===== config.mk =====
export PLATFORM = sky130hd
export DESIGN_NAME = imem_loader
export DESIGN_NICKNAME = d
export VERILOG_FILES = /design/src/rtl/imem_loader_pkg.sv /design/src/rtl/imem_loader_uart_rx.sv /design/src/rtl/imem_loader.sv
export SDC_FILE = /design/constraint.sdc
export NUM_CORES = 1
export LEC_CHECK = 0
export BUFFER_PORTS_ARGS = -buffer_cell sky130_fd_sc_hd__buf_2
export CORE_UTILIZATION = 54
export CTS_CLUSTER_SIZE = 16
export DETAILED_ROUTE_END_ITERATION = 8
export PLACE_DENSITY = 0.82
export SETUP_SLACK_MARGIN = 0.02
export SLEW_MARGIN = 20
export SYNTH_ARGS = -nofsm -noshare
export SYNTH_HDL_FRONTEND = slang
export SYNTH_SLANG_ARGS = --single-unit

===== constraint.sdc =====
create_clock -name clk -period 2.13 [get_ports clk]
set_input_delay 0.3195 -clock clk [delete_from_list [all_inputs] [get_ports clk]]
set_output_delay 0.3195 -clock clk [all_outputs]
set_load 0.005 [all_outputs]

===== src/rtl/imem_loader_pkg.sv =====
// Shared constants for the boot loader: sync byte, framing FSM and UART bit FSM encodings.
package imem_loader_pkg;

    localparam logic [7:0] LOADER_SYNC = 8'hA5;

    localparam logic [2:0] LD_IDLE   = 3'd0;
    localparam logic [2:0] LD_CNT_LO = 3'd1;
    localparam logic [2:0] LD_CNT_HI = 3'd2;
    localparam logic [2:0] LD_DATA   = 3'd3;
    localparam logic [2:0] LD_DONE   = 3'd4;
    localparam logic [2:0] LD_ERR    = 3'd5;

    localparam logic [2:0] RX_IDLE    = 3'd0;
    localparam logic [2:0] RX_START   = 3'd1;
    localparam logic [2:0] RX_DATA    = 3'd2;
    localparam logic [2:0] RX_STOP    = 3'd3;
    localparam logic [2:0] RX_CLEANUP = 3'd4;

    // An image longer than the word-addressable imem would wrap onto itself.
    function automatic logic cnt_overflows(input logic [15:0] n, input int addr_width);
        return 32'(n) > (32'd1 << (addr_width - 2));
    endfunction

    function automatic logic is_loading(input logic [2:0] st);
        return (st == LD_CNT_LO) || (st == LD_CNT_HI) || (st == LD_DATA);
    endfunction

endpackage


===== src/rtl/imem_loader_uart_rx.sv =====
// 8N1 UART receiver: double-flop synchroniser, mid-bit start qualification, centre sampling.
// Latency: byte_valid / frame_err pulse at the stop-bit centre.
// Backpressure: none; a byte is a single-cycle strobe and must be consumed when presented.
module uart_rx
    import imem_loader_pkg::*;
#(
    parameter int CLKS_PER_BIT = 868
) (
    input  logic       clk,
    input  logic       rst,
    input  logic       rx_serial,
    output logic [7:0] byte_out,
    output logic       byte_valid,
    output logic       frame_err
);

    localparam int CW = (CLKS_PER_BIT > 1) ? $clog2(CLKS_PER_BIT) : 1;
    localparam logic [CW-1:0] FULL_BIT = CW'(CLKS_PER_BIT - 1);
    localparam logic [CW-1:0] HALF_BIT = CW'(CLKS_PER_BIT / 2 - 1);

    logic          rx_meta;
    logic          rx_s;
    logic [2:0]    rx_state;
    logic [CW-1:0] clk_cnt;
    logic [2:0]    bit_idx;
    logic [7:0]    shreg;

    always_ff @(posedge clk or negedge rst) begin
        if (!rst) begin
            rx_meta <= 1'b1;
            rx_s    <= 1'b1;
        end else begin
            rx_meta <= rx_serial;
            rx_s    <= rx_meta;
        end
    end

    always_ff @(posedge clk or negedge rst) begin
        if (!rst) begin
            rx_state   <= RX_IDLE;
            clk_cnt    <= '0;
            bit_idx    <= '0;
            shreg      <= '0;
            byte_valid <= 1'b0;
            frame_err  <= 1'b0;
        end else begin
            byte_valid <= 1'b0;
            frame_err  <= 1'b0;
            case (rx_state)
                RX_IDLE: begin
                    clk_cnt <= '0;
                    bit_idx <= '0;
                    if (!rx_s) rx_state <= RX_START;
                end
                RX_START: begin
                    if (clk_cnt == HALF_BIT) begin
                        clk_cnt  <= '0;
                        // A glitch that is gone by mid-bit is not a start bit.
                        rx_state <= rx_s ? RX_IDLE : RX_DATA;
                    end else begin
                        clk_cnt <= clk_cnt + 1'b1;
                    end
                end
                RX_DATA: begin
                    if (clk_cnt == FULL_BIT) begin
                        clk_cnt <= '0;
                        shreg   <= {rx_s, shreg[7:1]};
                        bit_idx <= bit_idx + 1'b1;
                        if (bit_idx == 3'd7) rx_state <= RX_STOP;
                    end else begin
                        clk_cnt <= clk_cnt + 1'b1;
                    end
                end
                RX_STOP: begin
                    if (clk_cnt == FULL_BIT) begin
                        clk_cnt    <= '0;
                        byte_valid <= rx_s;
                        frame_err  <= !rx_s;
                        rx_state   <= RX_CLEANUP;
                    end else begin
                        clk_cnt <= clk_cnt + 1'b1;
                    end
                end
                RX_CLEANUP: begin
                    // After a low stop bit, wait for the line to return high before hunting.
                    if (rx_s) rx_state <= RX_IDLE;
                end
                default: rx_state <= RX_IDLE;
            endcase
        end
    end

    assign byte_out = shreg;

endmodule


===== src/rtl/imem_loader.sv =====
// Boot loader: framed UART image -> 32-bit imem writes; holds the CPU in reset until the image lands.
// Latency: final stop-bit centre -> imem_we 1 cycle; final imem_we -> cpu_rst low 1 cycle.
// Backpressure: none; imem must accept a write every cycle imem_we is high.
module imem_loader
    import imem_loader_pkg::*;
#(
    parameter int CLKS_PER_BIT = 868,
    parameter int ADDR_WIDTH   = 16,
    parameter int WIDTH        = 32
) (
    input  logic                  clk,
    input  logic                  rst,
    input  logic                  rx_serial,
    output logic                  imem_we,
    output logic [ADDR_WIDTH-1:0] imem_waddr,
    output logic [WIDTH-1:0]      imem_wdata,
    output logic                  cpu_rst,
    output logic                  busy,
    output logic                  err
);

    logic [7:0]            rx_byte;
    logic                  byte_valid;
    logic                  frame_err;

    logic [2:0]            state;
    logic [15:0]           cnt_rem;
    logic [1:0]            idx;
    logic [ADDR_WIDTH-1:0] word_addr;
    logic [23:0]           lane_buf;
    logic [15:0]           hdr_cnt;

    uart_rx #(
        .CLKS_PER_BIT(CLKS_PER_BIT)
    ) u_rx (
        .clk        (clk),
        .rst        (rst),
        .rx_serial  (rx_serial),
        .byte_out   (rx_byte),
        .byte_valid (byte_valid),
        .frame_err  (frame_err)
    );

    // The low count byte is parked in cnt_rem[7:0] until the high byte arrives.
    assign hdr_cnt = {rx_byte, cnt_rem[7:0]};

    always_ff @(posedge clk or negedge rst) begin
        if (!rst) begin
            state      <= LD_IDLE;
            cnt_rem    <= '0;
            idx        <= '0;
            word_addr  <= '0;
            lane_buf   <= '0;
            imem_we    <= 1'b0;
            imem_waddr <= '0;
            imem_wdata <= '0;
            cpu_rst    <= 1'b1;
            busy       <= 1'b0;
            err        <= 1'b0;
        end else begin
            imem_we <= 1'b0;
            if (state == LD_DONE) begin
                cpu_rst <= 1'b0;
                busy    <= 1'b0;
            end

            if (frame_err && is_loading(state)) begin
                state <= LD_ERR;
                err   <= 1'b1;
                busy  <= 1'b0;
            end else if (byte_valid) begin
                case (state)
                    LD_IDLE, LD_DONE, LD_ERR: begin
                        if (rx_byte == LOADER_SYNC) begin
                            state   <= LD_CNT_LO;
                            err     <= 1'b0;
                            cpu_rst <= 1'b1;
                            busy    <= 1'b1;
                        end
                    end
                    LD_CNT_LO: begin
                        cnt_rem[7:0] <= rx_byte;
                        state        <= LD_CNT_HI;
                    end
                    LD_CNT_HI: begin
                        if (hdr_cnt == 16'd0) begin
                            state <= LD_DONE;
                        end else if (cnt_overflows(hdr_cnt, ADDR_WIDTH)) begin
                            state <= LD_ERR;
                            err   <= 1'b1;
                            busy  <= 1'b0;
                        end else begin
                            state     <= LD_DATA;
                            cnt_rem   <= hdr_cnt;
                            idx       <= 2'd0;
                            word_addr <= '0;
                        end
                    end
                    LD_DATA: begin
                        idx <= idx + 1'b1;
                        case (idx)
                            2'd0: lane_buf[7:0]   <= rx_byte;
                            2'd1: lane_buf[15:8]  <= rx_byte;
                            2'd2: lane_buf[23:16] <= rx_byte;
                            default: begin
                                imem_we    <= 1'b1;
                                imem_wdata <= WIDTH'({rx_byte, lane_buf});
                                imem_waddr <= word_addr;
                                word_addr  <= word_addr + ADDR_WIDTH'(4);
                                cnt_rem    <= cnt_rem - 1'b1;
                                if (cnt_rem == 16'd1) state <= LD_DONE;
                            end
                        endcase
                    end
                    default: state <= LD_IDLE;
                endcase
            end
        end
    end

endmodule


==> results of run 1 <==
==> per-stage QoR <==
step / hold slack (ns) / setup WS, ns
final: 0.359 / -0.0378
after global routing: 0.363 / -0.115
after CTS: 0.360 / -0.0314
after detailed placement: 0.336 / -0.0524
after global placement: 0.334 / 0.0215
after floorplan: 0.0239 / -0.115
==> Yosys cell counts (3+ instances only) <==
cell type	count
o21ai_0	24
nand2b_1	8
or4_1	10
a211oi_1	5
o21ai_1	4
o21bai_1	3
ha_1	11
a22oi_1	4
or3_1	8
nand3_1	15
dfstp_2	3
nor4_1	7
a21oi_1	37
and3_1	3
buf_2	8
xnor2_1	5
nor2_1	40
dfrtp_1	134
clkbuf_1	16
a31oi_1	5
nand4_1	6
o31ai_1	7
inv_1	15
nand2_1	36
o2bb2ai_1	10
buf_4	8
mux2_2	78
nor3_1	14
mux2i_1	4
nand3b_1	3
==> logic make-up after synthesis <==
kind of cell | share of synthesized area, %
other | 0.0577
DFF | 52.9
AOI/OAI and AO/OA | 11.9
and+or+nand+nor | 14.3
buffers and inverters | 3.95
adders and majority gates | 2.12
muxes | 14.1
xor gates and xnor gates | 0.674
==> layer usage <==
layer,part of all wire (%),vias up
met3,6.3,50
met2,51,221
met1,40,2575
li1,-,2325
met4,2.5,0
met5,0,-
==> worst max-delay path: stages, from the launching register on <==
cell and delay [ns]:
dfrtp_1 0.43, or4_4 0.60, o41ai_4 0.41, buf_4 0.21, buf_12 0.11, a211oi_1 0.07
xnor2_1 0.16, nor2_1 0.06
==> path summary, 6_finish.rpt <==
check	endpoint	slack [ns]
max	word_addr[6]	-0.04
min	u_rx.rx_s	0.36
max reg2reg	word_addr[6]	-0.04
min reg2reg	u_rx.rx_s	0.36
max in group asynchronous	lane_buf[5]	1.00
min in group asynchronous	imem_waddr[7]	0.43
==> flip-flops by register name, indices dropped and copies added, names as in the netlist, 2 cells and up <==
| signal | cells |
|---|---|
| u_rx.byte_out | 8 |
| u_rx.rx_state | 3 |
| state | 3 |
| imem_wdata | 32 |
| u_rx.bit_idx | 3 |
| imem_waddr | 14 |
| cnt_rem | 16 |
| lane_buf | 24 |
| u_rx.clk_cnt | 10 |
| idx | 2 |
| word_addr | 14 |
==> power breakdown <==
part | internal [W] | switching (W)
clock | 0.00179 | 0.00113
combinational | 0.0000121 | 0.0000546
sequential | 0.00261 | 0.00000161
==> what timing repair did <==
action,CTS,global route
hold endpoints to repair,35,0
cloned,1,1
pin swaps,12,16
setup endpoints to repair,24,41
buffers inserted,4,12
hold buffers,2,0
resized for setup,8,37
==> layout make-up <==
cell class	instances	area [sq um]	share of cell area (%)
Inverter	15	56.3	0.683
Clock buffer	23	468	5.68
Timing Repair Buffer	125	893	10.8
Sequential cell	137	3430	41.7
Tap cell	143	179	2.17
Multi-Input combinational cell	391	3100	37.6
Clock inverter	9	114	1.38
==> flow_metrics.tcl, run 1 <==
set metrics [dict create \
    status "complete, but fails checks" \
    violations "design-rule violations, negative setup slack" \
    rsz0062_at_grt "yes" \
    p_total_w 0.00560 \
    clk_pin_slew_ns 0.06 \
    grt_pass1_wl_um 25900 \
    cp-end-kind "flop" \
    dieArea_sq_mm 0.0125 \
    met1_usage_pct 32.7 \
    min_from "u_rx.rx_meta" \
    ys.flop_type "dfrtp_1" \
    cts_tree "built" \
    final-setup-viol-count 7 \
    cts-buffers-inserted 17 \
    critPathLaunch "u_rx.byte_out[0]" \
    cp-start-kind "flop" \
    worstRegToRegCells 7 \
    worst-endpoint-required_ns 2.44 \
    grt_pass1_vias 5048 \
    ant_nets 0 \
    use_met3_pct 7.40 \
    place.port_buffers 52 \
    coreArea_sq_mm 0.0116 \
    ys_seq_elements 137 \
    period_share_pct 102 \
    cts_sinks 137 \
    finalClockSkew_ns 0.00932 \
    p_per_area_mw_per_mm2 679 \
    gp_congestion 0.911 \
    final_cell_mix "133 x dfrtp_1, 70 x mux2_2, 63 x buf_4" \
    nNetsFinal 701 \
    vdd_ir_drop_max_v 0.000694 \
    detail_route.wl_per_cell_um 19.6 \
    slew_viol_final 0 \
    via_count 5171 \
    tns_ns -0.126 \
    htreeDepth 4 \
    overflow 0 \
    n_antenna_cell 0 \
    final_common_cell "dfrtp_1" \
    worstMarginPinSlew_ns 0.554 \
    dp_hpwl_um 10500 \
    first_pass_iters 9 \
    cts_max_path_buffers 2 \
    drcViolationCount 7 \
    grt_max_degree 45 \
    p_leak_nw 3.99 \
    synthArstFlopShare_pct 100 \
    synth_largest_area_cell "dfrtp_1" \
    via_per_inst 6.13 \
    avgSynthCellArea_sq_um 11.3 \
    synth_edf_count 0 \
    antenna_found_initial 0 \
    fp-row-count 39 \
    fin_util_pct 71.3 \
    cp_data_arrival_time_ns 2.48 \
    root_buffer "clkbuf_16" \
    fin_cells 843 \
    setup_ws_ns -0.0378 \
    final_area_sq_mm 0.00824 \
    hp-class "reg2reg" \
    clk_latency_ns 0.43 \
    wl_um 16500 \
    dpl.cell_count 792 \
    die_x_um 112 \
    dieHeight_um 112 \
    place_area_sq_mm 0.00731 \
    synth_area_sq_mm 0.00649 \
    cp_max_fo 6 \
    r2r_start "u_rx.byte_out[0]" \
    nFillCells 736 \
    netlist.area_leader.share_pct 51.6 \
    initial_core_util_pct 56.2 \
    hold_viol 0 \
    gr-usage-met2_pct 45.3 \
    period_needed_ns 2.17 \
    synthTopCellsByArea "dfrtp_1 52%, mux2_2 14%, a21oi_1 2.9%" \
    slew_headroom_pct 63.1 \
    netlist_instances 575 \
    min_path_cells 0 \
    drive_gt1_share_pct 41.3 \
    area_growth_pct 26.9 \
    drv_cap 0 \
    worstSetupPathType "reg2reg" \
    fmax_mhz 461 \
    drt_iter0_drc 465 \
    seq_area_frac_synth_pct 52.9 \
    yosysWarningCount 0 \
    track_usage_pct 26.9 \
    ioPinCount 55 \
    grt_busiest_layer "met2" \
    synth.distinct_cells 67 \
]
(Power assumes the default switching activity.)
==> run 2, diff against run 1 <==
--- a/config.mk
+++ b/config.mk
@@ -14,4 +14,5 @@
 export SLEW_MARGIN = 20
 export SYNTH_ARGS = -nofsm -noshare
 export SYNTH_HDL_FRONTEND = slang
+export SYNTH_HIERARCHICAL = 1
 export SYNTH_SLANG_ARGS = --single-unit
==> flow_metrics.tcl, run 2 <==
set metrics [dict create \
    synth.distinct_cells 68 \
    r2r-end "cnt_rem[9]" \
    overflow 0 \
    via_count 5581 \
    multi_input_area_sq_mm 0.00309 \
    ioPinCount 55 \
    synthArstFlopShare_pct 100 \
    min_from "u_rx/rx_meta" \
    first_pass_iters 6 \
    ys.flop_type "dfrtp_1" \
    holdPathEnd "u_rx/rx_s" \
    synth_edf_count 0 \
    synth_area_sq_mm 0.00667 \
    cp_max_fo 6 \
    nNetsFinal 774 \
    clk_pin_slew_ns 0.06 \
    cts_tree "built" \
    via_per_inst 6.07 \
    violations "negative setup slack" \
    synth.most_common_cell "dfrtp_1" \
    reg2reg_slack_ns -0.19 \
    track_usage_pct 26.5 \
    dieArea_sq_mm 0.0128 \
    worst-endpoint-required_ns 2.49 \
    worstRegToRegCells 9 \
    cp-start-kind "flop" \
    min_path_cells 0 \
    fp-row-count 40 \
    p_leak_nw 4.06 \
    regMostFlops "imem_wdata" \
    dp_hpwl_um 10800 \
    drcViolationCount 0 \
    netlist.area_leader.share_pct 50.3 \
    use_met3_pct 5.30 \
    yosysWarningCount 6 \
    root_buffer "clkbuf_16" \
    ys_seq_elements 137 \
    cts_max_path_buffers 2 \
    drt_iter0_drc 499 \
    met1_usage_pct 32.5 \
    status "complete, but fails checks" \
    largest_reg_flops 32 \
    coreArea_sq_mm 0.0120 \
    dieHeight_um 113 \
    r2r_start "cnt_rem[1]" \
    vdd_ir_drop_max_v 0.000455 \
    rsz0062_at_grt "yes" \
    hold_viol 0 \
    finalClockSkew_ns 0.0131 \
    drive_gt1_share_pct 29.1 \
    synthTopCellsByCount "134 x dfrtp_1, 123 x nand2_1, 49 x mux2_2, 44 x nor2_1, 40 x o21ai_0" \
    cts-buffers-inserted 17 \
    initial_core_util_pct 55.5 \
    n_antenna_cell 0 \
    antenna_found_initial 0 \
    htreeDepth 4 \
    cts_sinks 137 \
    cp_data_arrival_time_ns 2.67 \
    wl_um 16500 \
    drv_cap 0 \
    hold_slack_ns 0.350 \
    nFillCells 854 \
    setup_ws_ns -0.186 \
    place.port_buffers 52 \
    hp-class "reg2reg" \
    fmax_mhz 432 \
    final_cell_mix "134 x dfrtp_1, 121 x nand2_1, 55 x buf_4" \
    grt_pass1_vias 5420 \
    avgSynthCellArea_sq_um 10.1 \
    period_share_pct 109 \
    grt_max_degree 63 \
    detail_route.wl_per_cell_um 18.0 \
    reg_top3 "imem_wdata x32, lane_buf x24, cnt_rem x16" \
    seq_area_frac_synth_pct 51.5 \
    worstSetupPathType "reg2reg" \
    slew_headroom_pct 63.4 \
    clk_latency_ns 0.43 \
    synthTopCellsByArea "dfrtp_1 50%, mux2_2 8.3%, nand2_1 6.9%" \
    worstMarginPinSlew_ns 0.549 \
    final_common_cell "dfrtp_1" \
    slew_viol_final 0 \
    ant_nets 0 \
    gp_congestion 0.898 \
    netlist_instances 660 \
    period_needed_ns 2.32 \
    area_growth_pct 22.9 \
    synth_largest_area_cell "dfrtp_1" \
    gr-usage-met2_pct 46.1 \
    grt_pass1_wl_um 26300 \
    grt_busiest_layer "met2" \
    tns_ns -2.44 \
    final-setup-viol-count 25 \
    die_x_um 113 \
    cp-end-kind "flop" \
    final-seq-area_sq_mm 0.00343 \
    p_per_area_mw_per_mm2 691 \
    fin_util_pct 68.2 \
]
## run 2: changes by cell type after synthesis, sizes merged, moves of 5 or more
cell	change
nand2	+87
mux2	-29
mux2i	+13
o21ai	+12
o2bb2ai	-9
o21bai	+8
or4	-8
o31ai	-6
a21oi	-5
or3	-5
## run 2: layer usage
layer	vias up	wire, um
li1	2528	-
met1	2789	6670
met2	219	8620
met3	45	807
met4	0	413
met5	-	0
## run 2: timing repair
item                                    4_1_cts  5_1_grt
hold endpoints to repair                     38        0
setup buffers                                 2        3
hold buffers                                  2        0
gates cloned                                  0        2
endpoints found under the setup margin       29       52
resized for setup                            12       23
pin swaps                                     5       10
## run 2: cell families after synthesis
kind of cell               share of synthesized area [%]
adders and majority gates                           2.21
and+or+nand+nor                                     18.2
AOI/OAI and AO/OA                                   12.2
muxes                                               10.8
DFF                                                 51.5
other                                             0.0563
buffers and inverters                               4.02
xor gates and xnor gates                            1.05
## run 2: worst max path at each step
stage              endpoint  startpoint
2_1_floorplan    cnt_rem[8]  cnt_rem[0]
3_5_place_dp   word_addr[8]  cnt_rem[1]
4_1_cts        word_addr[8]  cnt_rem[4]
6_report         cnt_rem[9]  cnt_rem[1]
5_1_grt          cnt_rem[9]  cnt_rem[1]
3_3_place_gp    cnt_rem[10]  cnt_rem[1]
## run 2: worst max-delay path, stage by stage (launching register included)
cell,delay [ns]
dfrtp_1,0.38
inv_1,0.09
ha_2,0.19
or3b_4,0.41
nor4_4,0.18
buf_6,0.18
buf_4,0.12
mux2_4,0.32
o21ai_0,0.22
a22o_1,0.17
## run 2: power by group
part / internal, W / switching, W / total [W]
logic: 0.0000135 / 0.0000533 / 0.0000668
registers: 0.00261 / 0.00000174 / 0.00261
clock network: 0.00190 / 0.00108 / 0.00299
## run 2: final cells by class
type                       count  share of cell area [%]
timing repair buffer         116                    9.82
clock buffer                  22                    5.67
multi-input combinational    468                    37.7
tap                          147                    2.25
inverter                      20                   0.917
sequential                   137                    41.9
clock inverter                 9                    1.71
## run 2: stage by stage
step	std cells	total power [W]	cell area, sq um	setup slack (ns)
floorplan	661	0.00266	6690	-0.381
global placement	879	0.00272	7380	-0.153
detailed placement	879	0.00272	7380	-0.223
CTS	914	0.00570	8070	-0.0962
global route	919	0.00582	8190	-0.247
finish	919	0.00566	8190	-0.186
